[config.mk]
export PLATFORM = sky130hd
export DESIGN_NAME = stopwatch_bcd_n
export DESIGN_NICKNAME = d
export VERILOG_FILES = /design/src/rtl/stopwatch_bcd_n.sv
export SDC_FILE = /design/constraint.sdc
export NUM_CORES = 1
export LEC_CHECK = 0
export ABC_CLOCK_PERIOD_IN_PS = 3660
export CAP_MARGIN = 30
export CORE_MARGIN = 4
export CORE_UTILIZATION = 59
export DETAILED_ROUTE_END_ITERATION = 7
export GPL_TIMING_DRIVEN = 0
export PLACE_DENSITY_LB_ADDON = 0.3
export SLEW_MARGIN = 25
export SYNTH_ARGS = -nofsm -noshare
export SYNTH_HDL_FRONTEND = slang
export SYNTH_SLANG_ARGS = --single-unit
export TNS_END_PERCENT = 5
[constraint.sdc]
create_clock -name clk -period 3.66 [get_ports clk]
set_input_delay 1.098 -clock clk [delete_from_list [all_inputs] [get_ports clk]]
set_output_delay 1.098 -clock clk [all_outputs]
set_load 0.1 [all_outputs]
[src/rtl/stopwatch_bcd_n.sv]
// stopwatch_bcd_n: parametrised N-digit BCD stopwatch/timer core.
//
// Counts DIGITS decimal digits, one step every DVSR running clock cycles, up or down. It supports:
//   - a BCD preset load (nibbles above 9 are clamped to 9)
//   - wrap or saturate at the range limit
//   - a lap freeze of the display value
//
// Parameters:
//   DIGITS   number of BCD digits (1..8); digit 0 is least significant
//   DVSR     clk cycles per least-significant-digit step (>= 2)
//   WRAP     1 = wrap at the range limit, 0 = saturate and stop
//
// Ports:
//   clk       system clock, rising edge
//   reset     asynchronous active-high reset
//   go        1 = run, 0 = pause (prescaler and digits hold)
//   clr       synchronous clear of count, prescaler, lap and flags
//   dir       0 = count up, 1 = count down
//   load      one-cycle pulse, loads load_val into the count
//   load_val  BCD preset, nibble k is digit k
//   lap       one-cycle pulse, toggles the display freeze
//   count     live BCD count
//   disp      lap value while frozen, otherwise count
//   frozen    lap freeze active
//   tick      high in the cycle a count step is applied
//   ovf       sticky wrap / saturation flag
module stopwatch_bcd_n #(
  parameter int unsigned DIGITS = 4,
  parameter int unsigned DVSR   = 10000000,
  parameter bit          WRAP   = 1'b1
) (
  input  logic                  clk,
  input  logic                  reset,
  input  logic                  go,
  input  logic                  clr,
  input  logic                  dir,
  input  logic                  load,
  input  logic [4*DIGITS-1:0]   load_val,
  input  logic                  lap,
  output logic [4*DIGITS-1:0]   count,
  output logic [4*DIGITS-1:0]   disp,
  output logic                  frozen,
  output logic                  tick,
  output logic                  ovf
);

  localparam int unsigned PW = $clog2(DVSR);
  localparam int unsigned W  = 4 * DIGITS;

  logic [PW-1:0] presc_q, presc_d;
  logic [W-1:0]  count_q, count_d;
  logic [W-1:0]  lap_q, lap_d;
  logic          frozen_q, frozen_d;
  logic          ovf_q, ovf_d;

  logic          last;
  logic          stopped;
  logic          step;

  logic [W-1:0]  up_val, dn_val, stepped, sat_val, lim9, load_clamped;
  logic          all9, all0, wrap_hit, up_c, dn_c;
  logic [3:0]    dig;

  // Saturation mode halts everything once the limit has been flagged.
  assign stopped = !WRAP && ovf_q;
  assign last    = (presc_q == PW'(DVSR - 1));
  assign step    = go && !stopped && last;

  // Ripple-carry / ripple-borrow BCD increment and decrement of the whole count.
  always_comb begin
    up_val       = count_q;
    dn_val       = count_q;
    lim9         = '0;
    load_clamped = load_val;
    up_c         = 1'b1;
    dn_c         = 1'b1;
    dig          = '0;
    for (int k = 0; k < DIGITS; k++) begin
      dig           = count_q[4*k +: 4];
      lim9[4*k +: 4] = 4'd9;
      if (up_c) up_val[4*k +: 4] = (dig == 4'd9) ? 4'd0 : dig + 4'd1;
      if (dn_c) dn_val[4*k +: 4] = (dig == 4'd0) ? 4'd9 : dig - 4'd1;
      up_c = up_c && (dig == 4'd9);
      dn_c = dn_c && (dig == 4'd0);
      if (load_val[4*k +: 4] > 4'd9) load_clamped[4*k +: 4] = 4'd9;
    end
    all9 = up_c;
    all0 = dn_c;
  end

  assign wrap_hit = dir ? all0 : all9;
  assign stepped  = dir ? dn_val : up_val;
  // Saturating counter holds at the limit instead of rolling over.
  assign sat_val  = wrap_hit ? count_q : stepped;

  always_comb begin
    presc_d  = presc_q;
    count_d  = count_q;
    lap_d    = lap_q;
    frozen_d = frozen_q;
    ovf_d    = ovf_q;
    if (clr) begin
      presc_d  = '0;
      count_d  = '0;
      lap_d    = '0;
      frozen_d = 1'b0;
      ovf_d    = 1'b0;
    end else begin
      // Lap captures the count as presented this cycle, i.e. the pre-step value.
      if (lap) begin
        if (!frozen_q) begin
          lap_d    = count_q;
          frozen_d = 1'b1;
        end else begin
          frozen_d = 1'b0;
        end
      end
      if (load) begin
        count_d = load_clamped;
        presc_d = '0;
        ovf_d   = 1'b0;
      end else if (go && !stopped) begin
        presc_d = last ? '0 : presc_q + PW'(1);
        if (last) begin
          if (WRAP) begin
            count_d = stepped;
            if (wrap_hit) ovf_d = 1'b1;
          end else begin
            count_d = sat_val;
            // Flag as soon as the limit is reached so counting stops there.
            if (sat_val == (dir ? '0 : lim9)) ovf_d = 1'b1;
          end
        end
      end
    end
  end

  always_ff @(posedge clk or posedge reset) begin
    if (reset) begin
      presc_q  <= '0;
      count_q  <= '0;
      lap_q    <= '0;
      frozen_q <= 1'b0;
      ovf_q    <= 1'b0;
    end else begin
      presc_q  <= presc_d;
      count_q  <= count_d;
      lap_q    <= lap_d;
      frozen_q <= frozen_d;
      ovf_q    <= ovf_d;
    end
  end

  // Display mux is driven only by registers, so lap has no combinational path to disp.
  assign count  = count_q;
  assign disp   = frozen_q ? lap_q : count_q;
  assign frozen = frozen_q;
  assign ovf    = ovf_q;
  assign tick   = step;

endmodule
# [Yosys cells after proc, flatten, opt, wreduce, memory -nomap -nowiden]
# Index checks and enable logic that the tools add are counted.
[totals] ff_bits=58 inputBits=23 out_inout_bits=35 elab_cells=91
[op_classes] n_addsub=9 magnitude_cmp=4 n_eq_ne=8 muxes=39 reduce_logical=23
[ops] cell="16-bit 2-to-1 mux" count=8
[ops] cell="24-bit 2-to-1 mux" count=4
[ops] cell="4-bit 2-to-1 mux" count=18
[ops] cell="24-bit by 1-bit adder with 24-bit output (second input constant)" count=1
[ops] cell="24-bit equality test (second input constant)" count=1
[ops] cell="4-bit by 1-bit adder with 4-bit output (second input constant)" count=4
[ops] cell="4-bit equality test (second input constant)" count=4
[ops] cell="4-bit > comparator (second input constant)" count=4
[ops] cell="4-bit zero test" count=4
[ops] cell="4-bit by 1-bit subtractor with 4-bit output (second input constant)" count=4
[ops] cell="4-bit by 2-bit != test with 1-bit output (second input constant)" count=3
[ops] cell="4-bit AND reduction" count=3
[ops] cell="4-bit nonzero test" count=3
[ops] cell="1-bit 2-to-1 mux" count=9
[ops] cell="3-bit nonzero test" count=3
[ops] cell="1-bit logical AND" count=7
[ops] cell="3-bit AND reduction" count=1
[ops] cell="2-bit AND reduction" count=1
[ops] cell="2-bit nonzero test" count=1

# [Depth between registers and ports, before layout]
[depth] depth_word=10 mapped_depth=8 ltp_nobuf=7

# [Least setup slack after synthesis]
# OpenSTA, ideal clock, no wires.
[synth_timing] path_type="register to output" startpoint="reg count_q[8] (netlist: count[8])" endpoint="out disp[8]" t_arrival_ns=3.436 required_time_ns=2.562 setup_slack_ns=-0.874 stages_incl_launch_ff=3 path_buffers=0 cell_sequence="dfrtp_1 -> inv_1 -> o21ai_0"
[synth_between] elab_chain_cells=1
[synth_rtl] item="start: declaration" line="51" source="logic [W-1:0] count_q, count_d;"
[synth_rtl] item="start signal: assignment" line="147" source="count_q <= count_d;"
[synth_rtl] item="16-bit 2-to-1 mux"
[synth_rtl] item="end: declaration" line="41" source="output logic [4*DIGITS-1:0] disp,"
# Every way passes these cells.

# [Worst setup path after layout]
[layout_timing] startpoint="in go" endpoint="out tick"
[layout_between] elab_chain_cells=1
[layout_rtl] item="start: declaration" line="34" source="input logic go,"
[layout_rtl] item="1-bit logical AND" line="67" source="assign step = go && !stopped && last;"
[layout_rtl] item="end: declaration" line="43" source="output logic tick,"
# Every way passes these cells.

==> flow_summary_export.csv <==
group,metric,value,unit
outcome,status,"complete, no violations",
clocking,cts.clk_slew.worst_paths,0.08,ns
die,fp.dieH,90.2,µm
setup_path,crit_family,"buffers and inverters",
setup_path,worstPathMaxFanout,7,
die,die_w,90.2,µm
logic_synthesis,synth_commonest_cells,"dfrtp_1 (58), nor2_1 (57), nand2_1 (44), o21ai_0 (28), inv_1 (26)",
timing,tns,0,ns
setup_path,cp.arrival,2.43,ns
logic_synthesis,ys_ff_latch,58,
timing,timing.fmax,284,MHz
timing,fin_ws,0.136,ns
die,initial_core_util,61.8,%
global_route,grt_pass1_vias,3687,
logic_synthesis,synth_top_area_share,36.4,%
global_route,track_usage,26.7,%
detailed_routing,avgViaCountPerCell,6.31,
clocking,tritoncts,"done",
logic_synthesis,syn-instance-count,463,
clocking,cts_max_path_buffers,2,
timing,slew_headroom,32.8,%
timing,finalWorstPathRequiredPeriod,3.52,ns
pwr,p_leak,2.13,nW
cells_and_area,layout.cells.non_filler,612,
clocking,clock_latency,0.35,ns
clocking,h-tree-depth,3,
timing,slew_viol_final,0,
cells_and_area,nets,569,
logic_synthesis,syn_avg_cell_area,8.62,µm²
cells_and_area,area_growth_syn_to_layout,21.8,%
timing,grt_setup_unrepaired,"no",
logic_synthesis,yosys_warnings,0,
die,num_io_pins,58,
logic_synthesis,ys_top_cells_by_area,"dfrtp_1 (36%), nor2_1 (5.4%), mux2i_1 (5.3%), ha_1 (5.0%), nand2_1 (4.1%)",
timing,skew,0.0149,ns
clocking,cts-root-buf,"clkbuf_8",
setup_path,cp_cell_sequence,"clkdlybuf4s50_1 > nand4_1 > nor2_1 > buf_2",
global_route,grt_max_degree,38,
setup_path,cp_num_buf_inv,2,
clocking,cts_buffers,9,
placed_design,dp.cells,596,
logic_synthesis,synth.most_common_cell,"dfrtp_1",
setup_path,crit_path_end_kind,"output pin",
timing,whs,0.510,ns
timing,finalSetupViolations,0,
logic_synthesis,synth_edf_count,0,
die,fp-row-count,29,
global_route,antenna_found_initial,0,
clocking,cts_sinks,58,
run,cap_viol_max_count,0,
logic_synthesis,syn_area,3990,µm²
worst_hold_path,worstHoldPathType,"flop to flop",
detailed_routing,drtAntennaViolNets,0,
detailed_routing,drt-initial-drc-count,391,
die,fp.dieArea,8140,µm²
timing,finalHoldViolCount,0,
detailed_routing,drt_pass1_iterations,5,
detailed_routing,totalWireLength,10800,µm
setup_path,crit_required,2.56,ns
logic_synthesis,synth_nets,502,
cells_and_area,fill_cells,479,
logic_synthesis,yosys.area.top_type,"dfrtp_1",
clocking,cts_setup_buffers,0,
placed_design,io_buffers,55,
pwr,ir_drop,0.317,mV
global_route,grt_pass1_wl,17700,µm
logic_synthesis,synth-seq-area-share,36.4,%
detailed_routing,drc_errors,0,
placed_design,detailed_place_hpwl,7790,µm
cells_and_area,fin_util,75.2,%
cells_and_area,antennaDiodeCount,0,
logic_synthesis,ys_types,63,
setup_path,startpoint_type,"primary input",
global_route,gr-total-overflow,0,
placed_design,dpl-instance-area,4660,µm²
timing,tightest_slew,1.01,ns
placed_design,place_congestion,0.855,
detailed_routing,routedWlPerCell,17.6,µm
logic_synthesis,postSynth.asyncResetShare,100,%
cells_and_area,fin_area,4860,µm²
pwr,power,1.91,mW
timing,fin_crit_sh,96.3,%
setup_path,critical_path_class,"primary input to output pin",
pwr,p_per_area,392,nW/µm²
setup_path,critPathMaxStageDelay,0.63,ns
logic_synthesis,synth_top_flop_cell,"dfrtp_1",
detailed_routing,vias,3859,
cells_and_area,drive_above_1_share,9.16,%
die,coreArea,6460,µm²
placed_design,dp_slack,-0.555,ns
setup_path,critPathSlowestCell,"clkdlybuf4s50_1",
==> registers in the layout, summed over array words and instances, names as in the netlist <==
name,flops
ovf,1
presc_q,24
count,16
lap_q,16
frozen,1
==> cell families (layout without fill, tap and decap cells) <==
family	count (synthesis)	in the layout	synth area share [%]
simple gates	191	191	24.1
xor+xnor	22	22	4.83
buf+inv	53	125	5.21
fa+ha+maj	16	16	5.02
compound gates	91	91	15.8
mux	32	32	8.65
flops	58	58	36.4
==> path summary, 6_finish.rpt <==
check                           start    endpoint  slack (ns)  cells after the start
min reg2reg                       ovf         ovf        0.51                      2
min in group asynchronous       reset    count[2]        1.06                      2
max in group asynchronous       reset  presc_q[6]        2.11                      3
min                               ovf         ovf        0.51                      2
max reg2reg                presc_q[1]   count[13]        1.00                      7
max                                go        tick        0.14                      4
==> placed cells by master (no fill, tap or decap), types with 14 or more instances in the layout <==
cell	instances
inv_1	25
clkdlybuf4s50_1	38
nand2_1	44
xor2_1	16
nor2_1	57
nand3_1	17
dfrtp_1	58
nor3_1	14
clkbuf_1	27
o21ai_0	18
ha_1	16
mux2i_1	21
==> metal layers <==
metal  routed length [µm]  share of wire [%]  up-vias  GRT usage [%]
met5                    0                  0        -              0
met4                  290                2.7        0           11.7
met3                  823                7.6       35           4.76
met2                 5050                 47      186           42.3
met1                 4620                 43     1845           35.9
li1                     -                  -     1793              -
==> power breakdown <==
group	internal (mW)	total, mW	switching (mW)
logic	0.183	0.645	0.462
registers	0.666	0.702	0.0352
clock network	0.300	0.559	0.259
total	1.15	1.91	0.756
==> layout make-up <==
class,count,area [µm²],area share [%]
clock buffer,14,173,3.55
tap,77,96.3,1.98
timing repair buffer,56,587,12.1
inverter,26,100,2.06
buffer,27,110,2.27
multi-input combinational,352,2330,48.0
sequential,58,1450,29.9
clock inverter,2,10.0,0.206
==> worst reg2reg max path, cell delays in order (launching register included) <==
cell and delay (ns):
dfrtp_1 0.42, ha_1 0.25, nand2_1 0.16, or4_1 0.53, buf_2 0.16, o21ai_2 0.42
nand2_1 0.26, mux2_2 0.33
==> what timing repair did <==
action,in CTS,in global routing
gates resized for setup,33,8
pin swaps,0,0
endpoints found under the setup margin,11,8
hold buffers,0,0
No activity file was read; power rests on OpenSTA's default activity.
